<file path="src/rtl/coa_arith_pkg.sv">
`default_nettype none
// ============================================================================
// Module : coa_arith_pkg
// Brief  : Shared constants for the arithmetic datapaths (divider, Booth mult).
// Rev    : 1.0  initial release
// ============================================================================
package coa_arith_pkg;

    localparam int COA_WIDTH = 6;

    localparam logic [1:0] ST_IDLE = 2'd0;
    localparam logic [1:0] ST_RUN  = 2'd1;
    localparam logic [1:0] ST_FIX  = 2'd2;
    localparam logic [1:0] ST_DONE = 2'd3;

endpackage : coa_arith_pkg
`default_nettype wire

</file>
<file path="src/rtl/div_step.sv">
`default_nettype none
// ============================================================================
// Module : div_step
// Brief  : One combinational restoring shift-subtract step on magnitudes.
// Rev    : 1.0  initial release
// ============================================================================
module div_step
    import coa_arith_pkg::*;
#(
    parameter int WIDTH = COA_WIDTH
) (
    input  logic [WIDTH:0]   a,
    input  logic [WIDTH-1:0] q,
    input  logic [WIDTH-1:0] m,
    output logic [WIDTH:0]   a_next,
    output logic [WIDTH-1:0] q_next
);

    logic [2*WIDTH:0] w_sh;
    logic [WIDTH:0]   w_t;

    assign w_sh = {a, q} << 1;
    assign w_t  = w_sh[2*WIDTH:WIDTH] - {1'b0, m};

    // A borrow in the top bit means the trial subtraction went negative: restore.
    assign a_next = w_t[WIDTH] ? w_sh[2*WIDTH:WIDTH] : w_t;
    assign q_next = w_sh[WIDTH-1:0] | {{(WIDTH-1){1'b0}}, ~w_t[WIDTH]};

endmodule : div_step
`default_nettype wire

</file>
<file path="src/rtl/seq_restoring_divider.sv">
`default_nettype none
// ============================================================================
// Module : seq_restoring_divider
// Brief  : Sequential signed restoring divider, one step per clk_fast cycle.
// Rev    : 1.0  initial release
// ============================================================================
module seq_restoring_divider
    import coa_arith_pkg::*;
#(
    parameter int WIDTH = COA_WIDTH
) (
    input  logic             clk_fast,
    input  logic             rst,
    input  logic             load,
    input  logic [WIDTH-1:0] dividend,
    input  logic [WIDTH-1:0] divisor,
    output logic [WIDTH-1:0] quotient,
    output logic [WIDTH-1:0] remainder,
    output logic             busy,
    output logic             done,
    output logic             div_by_zero,
    output logic             overflow
);

    localparam int               c_CNT_W    = $clog2(WIDTH + 1);
    localparam logic [c_CNT_W-1:0] c_CNT_INIT = c_CNT_W'(WIDTH);
    localparam logic [c_CNT_W-1:0] c_CNT_ONE  = c_CNT_W'(1);
    localparam logic [WIDTH-1:0] c_MIN_NEG  = {1'b1, {(WIDTH-1){1'b0}}};

    logic [1:0]         r_state;
    logic [1:0]         w_state_nx;
    logic [c_CNT_W-1:0] r_cnt;
    logic [WIDTH:0]     r_a;
    logic [WIDTH-1:0]   r_q;
    logic [WIDTH-1:0]   r_m;
    logic               r_sd;
    logic               r_sv;
    logic               r_ovf;

    logic [WIDTH:0]     w_a_nx;
    logic [WIDTH-1:0]   w_q_nx;
    logic               w_div_zero;
    logic               w_idle_like;
    logic [WIDTH-1:0]   w_dd_mag;
    logic [WIDTH-1:0]   w_dv_mag;
    logic               w_ovf_case;

    assign w_div_zero  = (divisor == '0);
    assign w_idle_like = (r_state == ST_IDLE) || (r_state == ST_DONE);
    // -2^(WIDTH-1) negates to itself, which reads correctly as an unsigned magnitude.
    assign w_dd_mag    = dividend[WIDTH-1] ? -dividend : dividend;
    assign w_dv_mag    = divisor[WIDTH-1]  ? -divisor  : divisor;
    assign w_ovf_case  = (dividend == c_MIN_NEG) && (divisor == '1);

    div_step #(.WIDTH(WIDTH)) u_div_step (
        .a      (r_a),
        .q      (r_q),
        .m      (r_m),
        .a_next (w_a_nx),
        .q_next (w_q_nx)
    );

    always_ff @(posedge clk_fast or posedge rst) begin
        if (rst) begin
            r_state <= ST_IDLE;
        end else begin
            r_state <= w_state_nx;
        end
    end

    always_comb begin
        w_state_nx = r_state;
        case (r_state)
            ST_IDLE, ST_DONE: begin
                if (load) begin
                    w_state_nx = w_div_zero ? ST_DONE : ST_RUN;
                end
            end
            ST_RUN: begin
                if (r_cnt == c_CNT_ONE) begin
                    w_state_nx = ST_FIX;
                end
            end
            ST_FIX:  w_state_nx = ST_DONE;
            default: w_state_nx = ST_IDLE;
        endcase
    end

    always_ff @(posedge clk_fast or posedge rst) begin
        if (rst) begin
            r_cnt       <= '0;
            r_a         <= '0;
            r_q         <= '0;
            r_m         <= '0;
            r_sd        <= 1'b0;
            r_sv        <= 1'b0;
            r_ovf       <= 1'b0;
            quotient    <= '0;
            remainder   <= '0;
            busy        <= 1'b0;
            done        <= 1'b0;
            div_by_zero <= 1'b0;
            overflow    <= 1'b0;
        end else begin
            if (w_idle_like && load) begin
                if (w_div_zero) begin
                    quotient    <= '1;
                    remainder   <= dividend;
                    div_by_zero <= 1'b1;
                    overflow    <= 1'b0;
                    done        <= 1'b1;
                    busy        <= 1'b0;
                end else begin
                    r_q         <= w_dd_mag;
                    r_m         <= w_dv_mag;
                    r_a         <= '0;
                    r_sd        <= dividend[WIDTH-1];
                    r_sv        <= divisor[WIDTH-1];
                    r_ovf       <= w_ovf_case;
                    r_cnt       <= c_CNT_INIT;
                    div_by_zero <= 1'b0;
                    overflow    <= 1'b0;
                    done        <= 1'b0;
                    busy        <= 1'b1;
                end
            end else if (r_state == ST_RUN) begin
                r_a   <= w_a_nx;
                r_q   <= w_q_nx;
                r_cnt <= r_cnt - c_CNT_ONE;
            end else if (r_state == ST_FIX) begin
                quotient  <= (r_sd ^ r_sv) ? -r_q : r_q;
                remainder <= r_sd ? -r_a[WIDTH-1:0] : r_a[WIDTH-1:0];
                overflow  <= r_ovf;
                busy      <= 1'b0;
                done      <= 1'b1;
            end
        end
    end

endmodule : seq_restoring_divider
`default_nettype wire

</file>
<file path="config.mk">
export PLATFORM = sky130hd
export DESIGN_NAME = seq_restoring_divider
export DESIGN_NICKNAME = d
export VERILOG_FILES = /design/src/rtl/coa_arith_pkg.sv /design/src/rtl/div_step.sv /design/src/rtl/seq_restoring_divider.sv
export SDC_FILE = /design/constraint.sdc
export NUM_CORES = 1
export LEC_CHECK = 0
export BUFFER_PORTS_ARGS = -buffer_cell sky130_fd_sc_hd__buf_2
export CAP_MARGIN = 20
export CORE_MARGIN = 1
export CORE_UTILIZATION = 60
export DETAILED_ROUTE_END_ITERATION = 10
export PLACE_DENSITY = 0.88
export SYNTH_ARGS = -nofsm -noshare
export SYNTH_HDL_FRONTEND = slang
export SYNTH_SLANG_ARGS = --single-unit
</file>
<file path="constraint.sdc">
create_clock -name clk_fast -period 4.3 [get_ports clk_fast]
set_input_delay 0.86 -clock clk_fast [delete_from_list [all_inputs] [get_ports clk_fast]]
set_output_delay 0.86 -clock clk_fast [all_outputs]
set_load 0.01 [all_outputs]
</file>
### Word-level counts from Yosys, hierarchy flattened

Cells that the tools add are included.

* add/sub/neg operators: 6
* equality and inequality tests: 11
* multiplexer cells: 37
* bitwise gates (word level): 4
* reduce and logical (&&, ||, !) cells: 13

Operators with widths (count)
* two-way mux 6 bit: 19
* negator 6 bit: 4
* equality test 6 bit (second input constant): 2
* two-way mux 1 bit: 11
* != test 2 bit (second input constant): 5
* two-way mux 3 bit: 3
* AND reduction 2 bit: 4
* subtractor 7 x 6 -> 7 bit: 1
* zero test 6 bit: 1
* two-way mux 2 bit: 3
* bitwise OR 6 x 1 -> 6 bit: 1
* case mux 2 bit (3 select lines): 1
* equality test 2 bit (second input constant): 2
* nonzero test 2 bit: 2
* equality test 3 x 1 -> 1 bit (second input constant): 1
* AND reduction 3 bit: 1
* subtractor 3 x 1 -> 3 bit (second input constant): 1
* equality test 2 x 1 -> 1 bit (second input constant): 1
* logical AND 1 bit: 2
* zero test 2 bit: 1
* inverter 1 bit: 2
* OR reduction 2 bit: 1
* logical OR 1 bit: 1
* bitwise XOR 1 bit: 1

* register bits after elaboration: 42
* logic and storage cells: 85

### Longest topological paths before layout

Gate-level depths: netlist of run 1.

* word-level depth: 5
* gate-level depth with buffers: 9
* gate-level depth less buffers: 9

### Cells and area by module

Synthesis of run 1 repeated with hierarchy kept, for this count alone.

* cell total of the unflattened synthesis: 288
* area total of the unflattened synthesis: 2700.1 um^2

By module, submodules not included
* seq_restoring_divider: instances 1, cells an instance 241, area each 2334.7 um^2
* div_step: instances 1, cells an instance 47, area each 365.4 um^2

### Least setup slack after synthesis of run 1

OpenSTA, ideal clock, no wires.

* path type: input to register
* start: input divisor[0]
* end: register remainder[1]
* library setup time: 125 ps
* arrival: 2493 ps
* slack: 1682 ps
* stages on the path: 7
* buffers on the path: 1
* path through: inv_1 -> ha_1 -> or3b_4 -> or4_4 -> a21oi_4 -> buf_6 -> mux2_4

* longest elaborated chain between the ends: 3

Ends and longest elaborated chain
* from (decl): RTL line seq_restoring_divider.sv:16 `input logic [WIDTH-1:0] divisor,`
* zero test 6 bit: RTL line seq_restoring_divider.sv:48 `assign w_div_zero = (divisor == '0);`
* != test 2 bit (no source line)
* AND reduction 3 bit (no source line)
* to (signal assigned): RTL line seq_restoring_divider.sv:108 `remainder <= dividend;`
* to (signal assigned): RTL line seq_restoring_divider.sv:132 `remainder <= r_sd ? -r_a[WIDTH-1:0] : r_a[WIDTH-1:0];`
* to (decl): RTL line seq_restoring_divider.sv:18 `output logic [WIDTH-1:0] remainder,`

No other way between the ends.
A chain may end at the register's enable or synchronous reset.

### Worst setup path in the final report of run 1

* start: register r_state[0]
* end: register remainder[4]

* longest elaborated chain between the ends: 5

Ends and longest elaborated chain
* from (decl): RTL line seq_restoring_divider.sv:30 `logic [1:0] r_state;`
* from (signal assigned): RTL line seq_restoring_divider.sv:67 `r_state <= w_state_nx;`
* equality test 2 bit / zero test 2 bit (equally long branches): RTL line seq_restoring_divider.sv:49 `assign w_idle_like = (r_state == ST_IDLE) || (r_state == ST_DONE);`
* logical OR 1 bit: RTL line seq_restoring_divider.sv:49
* logical AND 1 bit: RTL line seq_restoring_divider.sv:105 `if (w_idle_like && load) begin`
* != test 2 bit (no source line) / nonzero test 2 bit (equally long branches)
* AND reduction 3 bit (no source line)

Several ways; a longest one is shown, not always the timed one.

==> reports/results.tsv, run 1 <==
stage	metric	value	unit
status	outcome	finished clean	
critical_path	crit-path max FO	22	
global_routing	GRT Util Overall	25.5	%
yosys	number of synthesized flops with an enable pin	0	
critical_path	beginning of the worst register-to-register path	r_state[0]	
cells_and_area	Filler cells	302	
critical_path	Worst Path Buf+Inv	1	
timing	final setup fails	0	
critical_path	Setup CP Type	register to register	
pwr	P_leak	1.35	nW
timing	setup TNS	0	ns
routing	remaining antenna violation count after routing	0	
pwr	cell area power density	776	mW/mm2
yosys	Avg Inst Size Synth	9.01	um2
yosys	Yosys top cell area share	40.9	%
critical_path	r2r endpoint	remainder[4]	
floorplanning	# rows	23	
yosys	register area share after synthesis	40.9	%
routing	WL per Instance	14.4	um
yosys	post-synthesis net count	317	
floorplanning	Die W	67.4	um
cells_and_area	most common cell after layout, fill and taps aside	dfrtp_1	
critical_path	Crit-path slowest cell	or4_4	
min_path	Min-Delay Path Class	register to register	
timing	final worst slack	1.54	ns
floorplanning	Chip Height	67.4	um
global_routing	antenna violations before repair	0	
critical_path	Worst R2R Path Depth	6	
critical_path	Crit path max-delay family	simple AND/OR/NAND/NOR gates	
critical_path	Crit. End Element	register	
yosys	flop and latch count out of synthesis	42	
min_path	Worst Hold Depth	2	
timing	RSZ-0062 raised after global routing	false	
critical_path	Worst path max stage delay	0.67	ns
cells_and_area	commonest non-fill, non-tap cells in the layout	42 x dfrtp_1, 37 x nand2_1, 30 x buf_2	
clocking	Max H-tree Level	2	
floorplanning	core area	0.00406	mm2
timing	Final min period	2.76	ns
yosys	Primary FF master, synth	dfrtp_1	
clocking	# resized after CTS	0	
cells_and_area	share of layout cells above drive strength 1	15.6	%
clocking	Worst-path clk slew	0.09	ns
critical_path	setup slack, reg-to-reg	1.54	ns
cells_and_area	diodes inserted	0	
clocking	Clock Latency Late Sink	0.30	ns
timing	Slew Viols, Final	0	
critical_path	CP Data Required Time	4.48	ns
clocking	# clock sinks	42	
global_routing	largest net degree at the start of global routing	43	
floorplanning	Top Ports	31	
clocking	clk root buf	clkbuf_8	
floorplanning	die area	0.00455	mm2
place	pre-CTS WS	1.19	ns
yosys	Netlist cell types	46	
clocking	clk buf depth	2	
timing	Hold Vio Cnt, Final	0	
timing	worst relative slew slack	45.4	%
clocking	hold_buf cts	0	
cells_and_area	Nets	345	
timing	max frequency	0.362	GHz
clocking	setup bufs post-CTS	0	
routing	number of vias per cell	5.70	
job	total of max-cap violations	0	
place	DP Area	0.00274	mm2
timing	Worst Max-Slew Pin Slew	0.817	ns
place	I/O Buffers	30	
yosys	Post-synth ARST share	100	%
routing	Routed Wire Length	5.22	mm
routing	DRT iter0 DRCs	162	
timing	Clock Skew	0.0102	ns
global_routing	first-pass GRT wire length	8.40	mm
min_path	Hold Crit Start	r_m[1]	
clocking	CTS tree	yes	
place	Inst Count DP	355	
routing	# DRC	0	
yosys	Synth Warn #	0	
global_routing	Remaining Overflow, GRT	0	
critical_path	CP Launch Type	register	
routing	DR pass1 iterations	5	
cells_and_area	area delta synth->final	11.2	%
place	Post-DP HPWL	3.90	mm
min_path	WHS Endpoint	r_m[1]	
floorplanning	starting density of the core	63.3	%
yosys	Yosys top cell by area	dfrtp_1	
critical_path	worst endpoint data arrival time	2.95	ns
clocking	TritonCTS buffer count	5	
critical_path	Cell Chain, Critical Path	inv_1, ha_1, nand2_1, or4_4, a21oi_4, mux2_2	
place	RD Place Congestion	0.886	
global_routing	vias in the first global route	1897	
yosys	Netlist Area Pre-Place	0.00257	mm2
timing	period utilization	64.2	%
yosys	Synth area leaders	dfrtp_1 41%, ha_1 7.8%, nand2_1 5.4%, o21ai_0 5.3%, a21oi_1 3.7%	
cells_and_area	Finished Layout Cells	364	
cells_and_area	Final Cell Area	0.00286	mm2
yosys	Syn Inst Count	285	
routing	via count	2074	
pwr	peak supply drop	400	uV
-- cell usage after synthesis, types with 3 or more instances --
| library cell | count |
|---|---|
| mux2i_1 | 9 |
| nand2_1 | 37 |
| or4_1 | 3 |
| xnor2_1 | 10 |
| xor2_1 | 9 |
| a21boi_0 | 3 |
| nand2b_1 | 3 |
| a211oi_1 | 3 |
| mux2_2 | 4 |
| inv_1 | 24 |
| ha_1 | 16 |
| clkbuf_1 | 8 |
| nor3_1 | 5 |
| dfrtp_1 | 42 |
| nor2b_1 | 5 |
| nor2_1 | 25 |
| a21oi_1 | 19 |
| o21ai_0 | 27 |
-- worst register-to-register path, cell delays in order (launching register included) --
cell	delay (ns)
dfrtp_1	0.40
inv_1	0.07
ha_1	0.30
nand2_1	0.41
or4_4	0.68
a21oi_4	0.40
mux2_2	0.39
-- worst max-delay path by stage --
stage | slack (ns) | start | cells after the start | endpoint
CTS | 1.43 | r_state[0] | 6 | r_q[1]
detailed placement | 1.19 | divisor[0] | 7 | r_q[1]
floorplan | 1.68 | divisor[0] | 7 | remainder[1]
finish | 1.54 | r_state[0] | 6 | remainder[4]
global route | 1.39 | r_state[0] | 6 | remainder[5]
global placement | 1.27 | divisor[0] | 7 | r_q[3]
-- cell families (layout without fill, tap and decap cells) --
group / Yosys count / in the layout / synth area share, %
adder cells (fa/ha/maj): 17 / 17 / 8.57
AO/OA/AOI/OAI: 67 / 67 / 15.7
flip-flops: 42 / 42 / 40.9
buffers and inverters: 35 / 64 / 5.50
multiplexers: 15 / 15 / 6.43
XOR/XNOR: 19 / 19 / 6.48
AND/OR/NAND/NOR: 90 / 90 / 16.4
-- stage by stage --
step | util [%] | power (mW) | hold WS (ns)
after detailed placement | 67.5 | 1.89 | 0.472
after global placement | 67.5 | 1.83 | 0.457
after floorplan | - | 1.63 | 0.444
after global routing | 70.4 | 2.41 | 0.509
after CTS | 70.2 | 2.21 | 0.490
final | 70.4 | 2.22 | 0.486
-- cell type report --
class	instances	area (um2)	share of cell area [%]
repair buffers	32	165	5.78
clock buffers	6	72.6	2.54
flip-flops and latches	42	1050	36.8
clock inverters	2	37.5	1.31
multi-input cells	208	1380	48.2
inverters	24	90.1	3.16
well taps	50	62.6	2.19
-- per-layer routing --
layer  global-route usage, %  vias up  routed length [um]
met5                       0        -                   0
met1                    31.1      967                2350
met2                    44.3       67                2530
met4                    7.18        0                  63
li1                        -     1030                   -
met3                    6.42       10                 282
-- state kept, by name, indices dropped and copies added (netlist names), 2 cells and up --
signal and count:
r_m 6, r_a 6, r_q 6, remainder 6, quotient 6, r_state 2
r_cnt 3
-- power by group --
| group | internal [mW] | switching (mW) | leakage, nW | total [mW] |
|---|---|---|---|---|
| logic | 0.521 | 0.679 | 0.782 | 1.20 |
| registers | 0.562 | 0.139 | 0.517 | 0.701 |
| clock network | 0.173 | 0.143 | 0.0514 | 0.316 |
Power figures use the tool's default switching activity.
==> inputs of run 2 (changes only) <==
--- a/config.mk
+++ b/config.mk
@@ -8,9 +8,9 @@
 export BUFFER_PORTS_ARGS = -buffer_cell sky130_fd_sc_hd__buf_2
 export CAP_MARGIN = 20
 export CORE_MARGIN = 1
-export CORE_UTILIZATION = 60
+export CORE_UTILIZATION = 58
 export DETAILED_ROUTE_END_ITERATION = 10
-export PLACE_DENSITY = 0.88
+export PLACE_DENSITY = 0.86
 export SYNTH_ARGS = -nofsm -noshare
 export SYNTH_HDL_FRONTEND = slang
 export SYNTH_SLANG_ARGS = --single-unit
==> constraint.sdc (replaced) <==
create_clock -name clk_fast -period 2.65 [get_ports clk_fast]
set_input_delay 0.53 -clock clk_fast [delete_from_list [all_inputs] [get_ports clk_fast]]
set_output_delay 0.53 -clock clk_fast [all_outputs]
set_load 0.01 [all_outputs]
==> reports/results.tsv, run 2 (synthesis gave the netlist of run 1 again) <==
stage	metric	value	unit
status	outcome	finished clean	
timing	final setup fails	0	
routing	via count	2103	
global_routing	vias in the first global route	1977	
routing	DRT iter0 DRCs	158	
clocking	# clock sinks	42	
clocking	Worst-path clk slew	0.08	ns
clocking	hold_buf cts	0	
clocking	TritonCTS buffer count	5	
cells_and_area	share of layout cells above drive strength 1	17.0	%
pwr	P_leak	1.38	nW
pwr	peak supply drop	670	uV
critical_path	Worst path max stage delay	0.40	ns
clocking	# resized after CTS	0	
critical_path	Cell Chain, Critical Path	inv_1, ha_1, inv_1, fa_1, a211oi_1, or4_1, nand3_2, mux2i_1, a32o_1	
pwr	cell area power density	1250	mW/mm2
routing	remaining antenna violation count after routing	0	
clocking	Max H-tree Level	2	
cells_and_area	area delta synth->final	12.4	%
cells_and_area	Final Cell Area	0.00289	mm2
global_routing	antenna violations before repair	0	
global_routing	GR peak layer	met2	
critical_path	Worst Path Buf+Inv	2	
timing	Final min period	2.39	ns
timing	Slew Viols, Final	0	
timing	setup TNS	0	ns
clocking	clk root buf	clkbuf_8	
routing	number of vias per cell	5.71	
global_routing	GRT Util Overall	24.6	%
routing	# DRC	0	
floorplanning	die area	0.00470	mm2
critical_path	CP Data Required Time	2.84	ns
job	total of max-cap violations	0	
floorplanning	Chip Height	68.6	um
timing	Worst Max-Slew Pin Slew	0.552	ns
critical_path	Setup CP Type	register to register	
routing	Routed Wire Length	5.21	mm
floorplanning	Top Ports	31	
global_routing	met1 global-route usage	28.9	%
cells_and_area	diodes inserted	0	
place	RD Place Congestion	0.826	
critical_path	Crit path max-delay family	adder cells	
timing	period utilization	90.3	%
place	DP Area	0.00278	mm2
routing	DR pass1 iterations	4	
floorplanning	# rows	23	
timing	Hold Vio Cnt, Final	0	
place	Post-DP HPWL	3.93	mm
critical_path	Crit. End Element	register	
clocking	CTS tree	yes	
critical_path	Worst path most repeated cell	inv_1	
global_routing	first-pass GRT wire length	8.47	mm
timing	max frequency	0.418	GHz
critical_path	Crit-path slowest cell	dfrtp_1	
cells_and_area	most common cell after layout, fill and taps aside	dfrtp_1	
clocking	Clock Latency Late Sink	0.30	ns
timing	RSZ-0062 raised after global routing	false	
cells_and_area	commonest non-fill, non-tap cells in the layout	42 x dfrtp_1, 37 x nand2_1, 30 x buf_2	
global_routing	GRT met3 Usage	4.61	%
clocking	setup bufs post-CTS	0	
global_routing	largest net degree at the start of global routing	43	
timing	Clock Skew	0.00415	ns
floorplanning	starting density of the core	62.4	%
cells_and_area	Nets	349	
cells_and_area	Storage cell area	0.00105	mm2
timing	WHS	0.345	ns
critical_path	CP Launch Type	register	
critical_path	crit-path max FO	8	
timing	worst relative slew slack	63.2	%
global_routing	routing usage on met2	43.6	%
place	I/O Buffers	30	
min_path	Min-Delay Path Class	input port to asynchronous set/reset pin	
cells_and_area	Filler cells	310	
clocking	clk buf depth	2	
routing	WL per Instance	14.2	um
critical_path	worst endpoint data arrival time	2.58	ns
cells_and_area	area occupied by multi-input gates	0.00138	mm2
floorplanning	core area	0.00412	mm2
floorplanning	Die W	68.6	um
global_routing	Remaining Overflow, GRT	0	
-- run 2: changes by cell type in the layout (fill, tap and decap cells not counted) --
cell	previous run	this run
clkinv_2	0	1
buf_4	2	6
clkbuf_1	1	0
inv_6	0	1
clkinvlp_4	1	0
-- run 2: area by class of cell --
type	instances	share of cell area, %
inverters	24	3.12
well taps	50	2.17
repair buffers	36	6.76
clock buffers	5	2.38
multi-input cells	208	47.7
clock inverters	3	1.52
flip-flops and latches	42	36.4
-- run 2: worst reg2reg max path: stages, from the launching register on --
cell and delay [ns]:
dfrtp_1 0.40, inv_1 0.11, ha_1 0.18, inv_1 0.05, fa_1 0.40, a211oi_1 0.31
or4_1 0.18, nand3_2 0.20, mux2i_1 0.18, a32o_1 0.26
-- run 2: worst paths after layout --
path | startpoint | endpoint | slack (ns) | cells past startpoint
worst max-delay path | r_q[5] | r_a[0] | 0.26 | 9
worst min-delay path | rst | remainder[0] | 0.35 | 3
worst max register to register | r_q[5] | r_a[0] | 0.26 | 9
worst min register to register | busy | busy | 0.48 | 1
max in group asynchronous | rst | r_m[0] | 1.94 | 3
min in group clk_fast | busy | busy | 0.48 | 1
-- run 2: metrics by stage --
| stage | std cells | util, % | power [mW] | setup slack (ns) |
|---|---|---|---|---|
| after floorplan | 285 | - | 2.64 | 0.362 |
| after global placement | 360 | 67.4 | 3.02 | 0.223 |
| after detailed placement | 360 | 67.4 | 3.11 | 0.140 |
| after CTS | 368 | 70.2 | 3.63 | 0.241 |
| after global routing | 368 | 70.2 | 3.96 | 0.0509 |
| final | 368 | 70.2 | 3.61 | 0.258 |
-- run 2: report_power, final --
part	switching [mW]	total, mW	internal (mW)	leakage [nW]
Combinational	1.10	1.97	0.871	0.803
Clock	0.228	0.511	0.282	0.0585
Sequential	0.219	1.13	0.911	0.517
Total	1.55	3.61	2.06	1.38
-- run 2: routing by layer --
| metal | vias to the layer above | share of wire [%] |
|---|---|---|
| li1 | 1034 | - |
| met1 | 991 | 44 |
| met2 | 67 | 49 |
| met3 | 11 | 5.2 |
| met4 | 0 | 1.8 |
| met5 | - | 0 |
==> inputs of run 3 (changes only) <==
--- a/config.mk
+++ b/config.mk
@@ -8,9 +8,10 @@
 export BUFFER_PORTS_ARGS = -buffer_cell sky130_fd_sc_hd__buf_2
 export CAP_MARGIN = 20
 export CORE_MARGIN = 1
-export CORE_UTILIZATION = 58
+export CORE_UTILIZATION = 55
 export DETAILED_ROUTE_END_ITERATION = 10
-export PLACE_DENSITY = 0.86
+export PLACE_DENSITY = 0.82
+export REMOVE_ABC_BUFFERS = 1
 export SYNTH_ARGS = -nofsm -noshare
 export SYNTH_HDL_FRONTEND = slang
 export SYNTH_SLANG_ARGS = --single-unit
==> reports/results.tsv, run 3 (synthesis gave the netlist of run 1 again) <==
stage	metric	value	unit
clocking	Worst-path clk slew	0.08	ns
routing	number of vias per cell	5.61	
routing	# DRC	0	
critical_path	CP Data Required Time	2.83	ns
critical_path	crit-path max FO	8	
floorplanning	Die W	70.3	um
clocking	Max H-tree Level	2	
status	outcome	finished clean	
cells_and_area	most common cell after layout, fill and taps aside	dfrtp_1	
job	total of max-cap violations	0	
global_routing	GRT Util Overall	23.3	%
routing	DRT iter0 DRCs	94	
clocking	clk buf depth	2	
clocking	CTS tree	yes	
critical_path	crit path capture	r_a[0]	
global_routing	Remaining Overflow, GRT	0	
clocking	# resized after CTS	0	
timing	period utilization	93.2	%
critical_path	crit path from	r_q[5]	
global_routing	GR peak layer	met2	
global_routing	routing usage on met2	38.6	%
critical_path	beginning of the worst register-to-register path	r_q[5]	
pwr	cell area power density	1240	mW/mm2
critical_path	Crit-path slowest cell	dfrtp_1	
critical_path	setup slack, reg-to-reg	0.18	ns
cells_and_area	commonest non-fill, non-tap cells in the layout	42 x dfrtp_1, 37 x nand2_1, 30 x buf_2	
critical_path	worst endpoint data arrival time	2.65	ns
place	RD Place Congestion	0.845	
global_routing	first-pass GRT wire length	9.08	mm
floorplanning	core area	0.00441	mm2
routing	DR pass1 iterations	4	
timing	RSZ-0062 raised after global routing	false	
floorplanning	Top Ports	31	
timing	worst relative slew slack	65.3	%
cells_and_area	area delta synth->final	12.3	%
global_routing	vias in the first global route	2055	
clocking	setup bufs post-CTS	0	
pwr	Power, Total	3.58	mW
floorplanning	die area	0.00495	mm2
place	Post-DP HPWL	3.90	mm
pwr	P_leak	1.38	nW
timing	Final min period	2.47	ns
global_routing	antenna violations before repair	0	
timing	Clock Skew	0.00989	ns
critical_path	Crit. End Element	register	
cells_and_area	Nets	350	
min_path	Min-Delay Path Class	input port to asynchronous set/reset pin	
clocking	hold_buf cts	0	
critical_path	Worst path most repeated cell	inv_1	
routing	Routed Wire Length	5.27	mm
cells_and_area	Filler cells	360	
global_routing	GRT met3 Usage	5.34	%
timing	Hold Vio Cnt, Final	0	
floorplanning	# rows	24	
place	I/O Buffers	30	
critical_path	Cell Chain, Critical Path	inv_1, ha_1, inv_1, fa_1, a211oi_1, or4_1, nand3_2, mux2i_1, a32o_1	
clocking	# clock sinks	42	
global_routing	largest net degree at the start of global routing	43	
routing	remaining antenna violation count after routing	0	
critical_path	Worst R2R Path Depth	9	
cells_and_area	diodes inserted	0	
critical_path	CP Launch Type	register	
critical_path	Worst path max stage delay	0.40	ns
timing	setup TNS	0	ns
clocking	TritonCTS buffer count	5	
global_routing	met1 global-route usage	30.0	%
cells_and_area	share of layout cells above drive strength 1	16.9	%
timing	max frequency	0.405	GHz
critical_path	Setup CP Type	register to register	
clocking	clk root buf	clkbuf_8	
pwr	peak supply drop	498	uV
timing	Worst Max-Slew Pin Slew	0.518	ns
place	pre-CTS WS	0.168	ns
timing	Slew Viols, Final	0	
critical_path	r2r endpoint	r_a[0]	
timing	final worst slack	0.181	ns
floorplanning	Chip Height	70.3	um
clocking	Clock Latency Late Sink	0.30	ns
floorplanning	starting density of the core	58.2	%
timing	final setup fails	0	
routing	WL per Instance	14.2	um
routing	via count	2081	
run 3: layout make-up:
cell class              instances  area [um2]  area share (%)
repair buffers                 37         215            7.46
inverters                      24        90.1            3.12
multi-input cells             208        1380            47.7
clock buffers                   6        72.6            2.52
flip-flops and latches         42        1050            36.4
well taps                      52        65.1            2.26
clock inverters                 2        13.8           0.477
run 3: report_power, final:
group          internal, mW  switching [mW]
sequential            0.911           0.214
combinational         0.906            1.13
clock                 0.186           0.227
run 3: worst max-delay path: cells and delay by family (launching register included):
family                     cells  cell delay (ns)
and+or+nand+nor                2             0.39
muxes                          1             0.18
AOI/OAI and AO/OA              2             0.59
buffers and inverters          2             0.19
DFF                            1             0.40
adders and majority gates      2             0.58
run 3: metrics by stage:
stage                     cell area [um2]  hold WS (ns)  util [%]  instances
after floorplan                      2520         0.444         -        274
after global placement               2800         0.457      63.4        363
after detailed placement             2800         0.460      63.4        363
after CTS                            2880         0.369      65.3        371
after global routing                 2880         0.399      65.3        371
final                                2880         0.342      65.3        371
run 3: how the worst min path moves through the flow:
stage	start	endpoint	slack, ns
detailed placement	busy	busy	0.46
finish	rst	r_state[0]	0.34
global route	rst	r_state[0]	0.40
floorplan	r_ovf	r_ovf	0.44
global placement	busy	busy	0.46
CTS	rst	r_state[0]	0.37
run 3: layer usage:
layer	up-vias	wire [um]
li1	1034	-
met1	989	2480
met2	49	2500
met3	9	216
met4	0	74
met5	-	0
